### src/rtl/pwm_pkg.sv
`default_nettype none
// ============================================================================
// Module      : pwm_pkg
// Description : Shared definitions for the 8-bit PWM block and its waveform
//               source: duty-value width and wave_sel encodings.
// Revision    : 1.0 - initial release
// ============================================================================
package pwm_pkg;

  // Width of the duty value consumed by the PWM (one 8-bit period = 256 clk).
  localparam int DUTY_W = 8;

  // wave_sel encodings
  localparam logic [1:0] WAVE_RAMP_UP = 2'd0;
  localparam logic [1:0] WAVE_RAMP_DN = 2'd1;
  localparam logic [1:0] WAVE_TRI     = 2'd2;
  localparam logic [1:0] WAVE_SQR     = 2'd3;

endpackage : pwm_pkg
`default_nettype wire

### src/rtl/wave_shaper.sv
`default_nettype none
// ============================================================================
// Module      : wave_shaper
// Description : Purely combinational waveform function f(p, wave_sel).
//               Maps the top byte of the phase accumulator onto a duty value.
// Ports       : p        - phase sample (top DUTY_W bits of the accumulator)
//               wave_sel - 0 ramp-up, 1 ramp-down, 2 triangle, 3 square
//               y        - shaped duty value
// Revision    : 1.0 - initial release
// ============================================================================
module wave_shaper
  import pwm_pkg::*;
(
  input  logic [DUTY_W-1:0] p,
  input  logic [1:0]        wave_sel,
  output logic [DUTY_W-1:0] y
);

  // Triangle: the lower half of the phase is doubled for the rising edge, the
  // upper half reuses the same doubled slope inverted for the falling edge.
  logic [DUTY_W-1:0] w_tri_slope;
  assign w_tri_slope = {p[DUTY_W-2:0], 1'b0};

  always_comb begin
    y = p;
    case (wave_sel)
      WAVE_RAMP_UP: y = p;
      WAVE_RAMP_DN: y = ~p;
      WAVE_TRI:     y = p[DUTY_W-1] ? ~w_tri_slope : w_tri_slope;
      WAVE_SQR:     y = p[DUTY_W-1] ? {DUTY_W{1'b0}} : {DUTY_W{1'b1}};
      default:      y = p;
    endcase
  end

endmodule : wave_shaper
`default_nettype wire

### src/rtl/pwm_wave_source.sv
`default_nettype none
// ============================================================================
// Module      : pwm_wave_source
// Description : Upstream waveform generator for the 8-bit PWM. A phase
//               accumulator advances once per PWM frame (2^FRAME_W clocks) and
//               the shaped sample is registered onto `data` at the same time,
//               so the PWM sees a stable duty value for a whole period.
// Ports       : clk         - system clock, rising edge
//               rst         - synchronous active-high reset
//               en          - 1: phase advances at frame boundary, 0: holds
//               wave_sel    - 0 ramp-up, 1 ramp-down, 2 triangle, 3 square
//               freq_sel    - phase increment per frame (unsigned)
//               data        - registered duty value to the PWM
//               frame_start - one-clock pulse in first cycle of each frame
// Revision    : 1.0 - initial release
// ============================================================================
module pwm_wave_source
  import pwm_pkg::*;
#(
  parameter int FRAME_W = 8,
  parameter int PHASE_W = 16
) (
  input  logic               clk,
  input  logic               rst,
  input  logic               en,
  input  logic [1:0]         wave_sel,
  input  logic [PHASE_W-1:0] freq_sel,
  output logic [DUTY_W-1:0]  data,
  output logic               frame_start
);

  logic [FRAME_W-1:0] r_frame_cnt;
  logic [PHASE_W-1:0] r_phase;

  logic               w_boundary;
  logic [PHASE_W-1:0] w_phase_next;
  logic [DUTY_W-1:0]  w_sample;
  logic [DUTY_W-1:0]  w_shaped;

  // Last cycle of a frame; all inputs are only looked at here.
  assign w_boundary = &r_frame_cnt;

  // Carry out of the accumulator is dropped: wrap-around is silent.
  assign w_phase_next = en ? (r_phase + freq_sel) : r_phase;

  // The shaped value uses the phase that is being committed this edge, so
  // `data` and `phase` always stay consistent with each other.
  assign w_sample = w_phase_next[PHASE_W-1 -: DUTY_W];

  wave_shaper u_wave_shaper (
    .p        (w_sample),
    .wave_sel (wave_sel),
    .y        (w_shaped)
  );

  always_ff @(posedge clk) begin
    if (rst) begin
      r_frame_cnt <= '0;
      r_phase     <= '0;
      data        <= '0;
      frame_start <= 1'b0;
    end else begin
      r_frame_cnt <= r_frame_cnt + 1'b1;
      frame_start <= w_boundary;
      if (w_boundary) begin
        r_phase <= w_phase_next;
        data    <= w_shaped;
      end
    end
  end

endmodule : pwm_wave_source
`default_nettype wire

### config.mk
export PLATFORM = sky130hd
export DESIGN_NAME = pwm_wave_source
export DESIGN_NICKNAME = d
export VERILOG_FILES = /design/src/rtl/pwm_pkg.sv /design/src/rtl/wave_shaper.sv /design/src/rtl/pwm_wave_source.sv
export SDC_FILE = /design/constraint.sdc
export NUM_CORES = 1
export LEC_CHECK = 0
export CORE_ASPECT_RATIO = 1.25
export CORE_MARGIN = 4
export CORE_UTILIZATION = 45
export DETAILED_ROUTE_END_ITERATION = 10
export PLACE_DENSITY_LB_ADDON = 0.25
export SETUP_SLACK_MARGIN = 0.5
export SLEW_MARGIN = 30
export SYNTH_ARGS = -nofsm -noshare
export SYNTH_HDL_FRONTEND = slang
export SYNTH_SLANG_ARGS = --single-unit
### constraint.sdc
create_clock -name clk -period 9.47 [get_ports clk]
set_clock_uncertainty 0.15 [all_clocks]
set_input_delay 2.3675 -clock clk [delete_from_list [all_inputs] [get_ports clk]]
set_output_delay 2.3675 -clock clk [all_outputs]
set_load 0.02 [all_outputs]
# After elaboration in Yosys (flattened, before gate mapping)
# Index checks and enable logic that the tools add are counted.
# word_totals
rom_bits	0
ramBits	0
word_cells	19
reg_bits	33
latch_bits	0
inputBits	21
mem_count	0
# op_classes
n_mux	4
bitwise	2
n_mul	0
n_reduce_logical	3
div	0
order_cmp	0
n_eq_ne	3
n_addsub	2
shift	0
# ops
cell	count
$pmux W8 S4	1
$add A16 B16 Y16	1
$mux W16	1
$mux W8	2
$not A8 Y8	2
$reduce_and A9 Y1	1
$add A8 B1 Y8 const B	1
$reduce_and A8 Y1	1
$eq A2 B2 Y1 const B	2
$eq A2 B1 Y1 const B	1
$logic_not A2 Y1	1

# Longest topological paths before layout
# depth
depth_word	5
mapped_depth	11
ltp_nobuf	11

# Cells and area by module
# A second synthesis with hierarchy kept.
# unflattened
cells_unflattened	269
area_unflattened_um2	2275.9
# modules_own_cells
module	seq_area_each_um2	instances	area_per_inst_um2	cells_per_inst
pwm_wave_source	660.6	1	2018.2	235
wave_shaper	0.0	1	257.7	34

# Least setup slack after synthesis
# Ideal clock, no wire load.
# synth_timing
kind	input port to flip-flop
startpoint	in freq_sel[6]
endpoint	reg data[4]
slack_ps	4726
path_buffers	1
cell_stages	10
setup_ps	118
t_arrival_ps	4475
required_time_ps	9202
path_cell_list	ha_1 > buf_6 > a2111oi_2 > a21o_1 > a2111oi_2 > or4_1 > a311oi_2 > xnor3_1 > mux2i_1 > o21ai_1
# synth_between
elab_chain_len	5
word_cells_on_any_way	7
cone_classes	add/sub (1); mux (4); bitwise (2)
# synth_rtl
item	line_no	rtl
start: declaration	pwm_wave_source.sv:27	input logic [PHASE_W-1:0] freq_sel,
$add A16 B16 Y16 (*)	pwm_wave_source.sv:44	assign w_phase_next = en ? (r_phase + freq_sel) : r_phase;
$mux W16 (*)	pwm_wave_source.sv:44	
$not A8 Y8	wave_shaper.sv:29	WAVE_TRI: y = p[DUTY_W-1] ? ~w_tri_slope : w_tri_slope;
$mux W8	wave_shaper.sv:29	
$pmux W8 S4 (*)	wave_shaper.sv:26	case (wave_sel)
end signal: assignment	pwm_wave_source.sv:67	data <= w_shaped;
end: declaration	pwm_wave_source.sv:28	output logic [DUTY_W-1:0] data,
# Mark *: on every way between the ends. The rest lies on a longest branch, timed or not.
# A chain may end at the register's enable or synchronous reset.

# Worst setup path in the final report
# Same ends and word-level chain as after synthesis.

==> results.md <==
- Status: finished clean
- Share of layout cells above drive strength 1: 9.394%
- Main synth FF type: dfxtp_1
- Clk_lat worst skew: 290 ps
- Initial antenna violation count: 0
- Setup CP Type: input port to flip-flop
- Core ar.: 5480 um^2
- Req. time, crit path: 9500 ps
- Fin Setup TNS: 0 ps
- Max Slew Vio Count: 0
- Fillcell total: 532
- P&R area growth vs syn: 14.45%
- Die Y: 92.53 um
- Syn Std Cell Area: 2572 um^2
- Mean post-synth cell area: 8.407 um^2
- Final hold violation count: 0
- CTS clk-pin slew, worst paths: 70 ps
- Gpl congestion: 0.8438
- Largest net degree at the start of global routing: 33
- Synth Warn #: 0
- Post-synth EDFFs: 0
- Routed wire length: 6005 um
- Nets: 367
- Tmin final: 5112 ps
- Peak VDD IR: 0.05479 mV
- I/O Buffers: 29
- Design Area, Final: 2944 um^2
- Total grt overflow: 0
- Number of global-route vias before repair: 2169
- Worst Path Buf+Inv: 1
- Crit share post-route: 53.98%
- Diodes inserted: 0
- CP Max Fanout: 7
- Hold Crit Class: flip-flop to flip-flop
- Final setup viols: 0
- Drc violations: 0
- Lkg Pwr: 1.175 nW
- CP delay by family, top: compound AO/OA/AOI/OAI gates
- CTS sink count: 33
- Top post-synthesis cells by area: dfxtp_1 (26%), ha_1 (7.8%), nand2_1 (4.7%), a211oi_1 (4.1%), nor2_1 (4.1%)
- Vias after detailed routing: 2318
- Ports: 30
- Most frequent CP cell: a2111oi_2
- Crit-path slowest cell: or4_1
- Hold-fix buffers, CTS: 0
- PnR worst setup slack: 4358 ps
- Chip width: 75.63 um
- Sequential area share after synthesis: 25.68%
- Wirelength per Cell: 15.24 um
- Post-CTS sizing: 0
- H-tree depth reported by CTS: 2
- Yosys cell types: 66
- ANT nets after route: 0
- DR iter-0 viols: 107
- Most common cell after layout, fill and taps aside: dfxtp_1
- Pre-Repair DR Iteration Count: 4
- FP Rows: 30
- MaxCap Viol Count: 0
- Area leader, netlist: dfxtp_1
- Crit. End Element: flip-flop
- Cells after Synth: 306
- Hpwl dp: 4434 um
- Post-Place Cells: 386
- Register bit count reported by yosys: 33
- Startpoint Class: input port
- Die area: 6998 um^2
- Num CTS Buffers: 5
- Total power divided by cell area: 100.2 nW/um^2
- Root Driver: clkbuf_8
- Postcts setup bufs: 0
- Mapped Nets: 344
- RSZ-0062 raised after global routing: false
- Fmax: 195.6 MHz
- Pre-CTS WS: 4049 ps
- Most frequent cells in the layout: dfxtp_1 (33), nand2_1 (32), clkdlybuf4s50_1 (29)
- Slew margin rel.: 42.67%
- Crit path DAT: 5140 ps
- Drt via density: 5.883
- First-pass GRT wire length: 9984 um
- Final Util: 53.72%
- CP Cell Sequence: clkdlybuf4s50_1 > ha_1 > a2111oi_2 > a21o_1 > a2111oi_2 > or4_1 > a311oi_2 > xnor3_1 > mux2i_1 > o21ai_1
- CTS max path bufs: 2
- Initial Utilization: 46.94%
- Top-area cell type share of the netlist area: 25.68%
- Measured slew at the worst slew-check pin: 857.3 ps
- Tot GR Track Use: 18.12%
- Finished Layout Cells: 394
- DP Area: 2858 um^2
- Critical Path Max Stage Delay: 480 ps
- Async SR Flop Fraction: 0%
- CTS tree: built
worst register-to-register path, cell delays in order, from the launching register on:
cell,delay [ps]
dfxtp_1,310
ha_1,390
a2111oi_2,440
a21o_1,160
a2111oi_2,80
or4_1,480
a311oi_2,280
xnor3_1,250
mux2i_1,170
o21ai_1,90
stage by stage:
step / power [W] / hold slack (ps)
global route: 0.0003085 / 318.0
global placement: 0.0001907 / 283.3
finish: 0.0002951 / 306.8
floorplan: 0.0001769 / 267.5
detailed placement: 0.0001911 / 297.7
CTS: 0.0002984 / 308.9
flip-flops by register name, summed over array words and instances, names as in the netlist:
register,cells
r_frame_cnt,8
r_phase,16
frame_start,1
data,8
cell families (layout without fill, tap and decap cells):
kind of cell    count (synthesis)  after routing  share of synthesized area (%)
compound gates                 98             98                          30.01
xor+xnor                       17             17                          7.393
fa+ha+maj                      17             17                          8.560
buf+inv                        24             48                          5.204
flops                          33             33                          25.68
mux                             3              3                          1.167
simple gates                  114            114                          21.99
layout make-up:
class / instances / area (um^2) / area share [%]
well taps: 64 / 80.08 / 2.720
repair buffers: 31 / 305.3 / 10.37
clock buffers: 5 / 68.82 / 2.337
flip-flops and latches: 33 / 660.6 / 22.44
inverters: 9 / 33.78 / 1.147
clock inverters: 3 / 17.52 / 0.5950
multi-input cells: 249 / 1778 / 60.39
cells in the mapped netlist, drive strengths merged, types with 3 or more instances:
library cell and number:
a211o 3, a211oi 18, a21o 12, a21oi 19
a311oi 6, a31oi 4, buf 8, clkbuf 6
dfxtp 33, ha 16, inv 9, mux2i 3
nand2 32, nand2b 3, nand3 10, nand3b 3
nor2 28, nor2b 4, nor3 11, o211ai 6
o21a 4, o21ai 12, or2 3, or3 7
xnor2 10, xnor3 3, xor2 4
power breakdown:
| part | switching [W] | internal, W |
|---|---|---|
| clock network | 0.0000560 | 0.0000507 |
| registers | 0.000000887 | 0.000140 |
| logic | 0.0000251 | 0.0000226 |
| total | 0.0000820 | 0.000213 |
per-layer routing:
layer	vias up	track usage, %	routed length (um)
met4	0	6.997	108
met3	10	2.932	225
met1	1081	22.70	2700
met2	41	30.26	2970
met5	-	0	0
li1	1186	-	-
final timing paths:
check,from,end,slack (ps),cells after the start
worst max register to register,r_phase[6],data[4],6560,9
worst min-delay path,r_phase[3],r_phase[3],310,2
worst max-delay path,freq_sel[6],data[4],4360,10
worst min register to register,r_phase[3],r_phase[3],310,2
(Power assumes the default switching activity.)
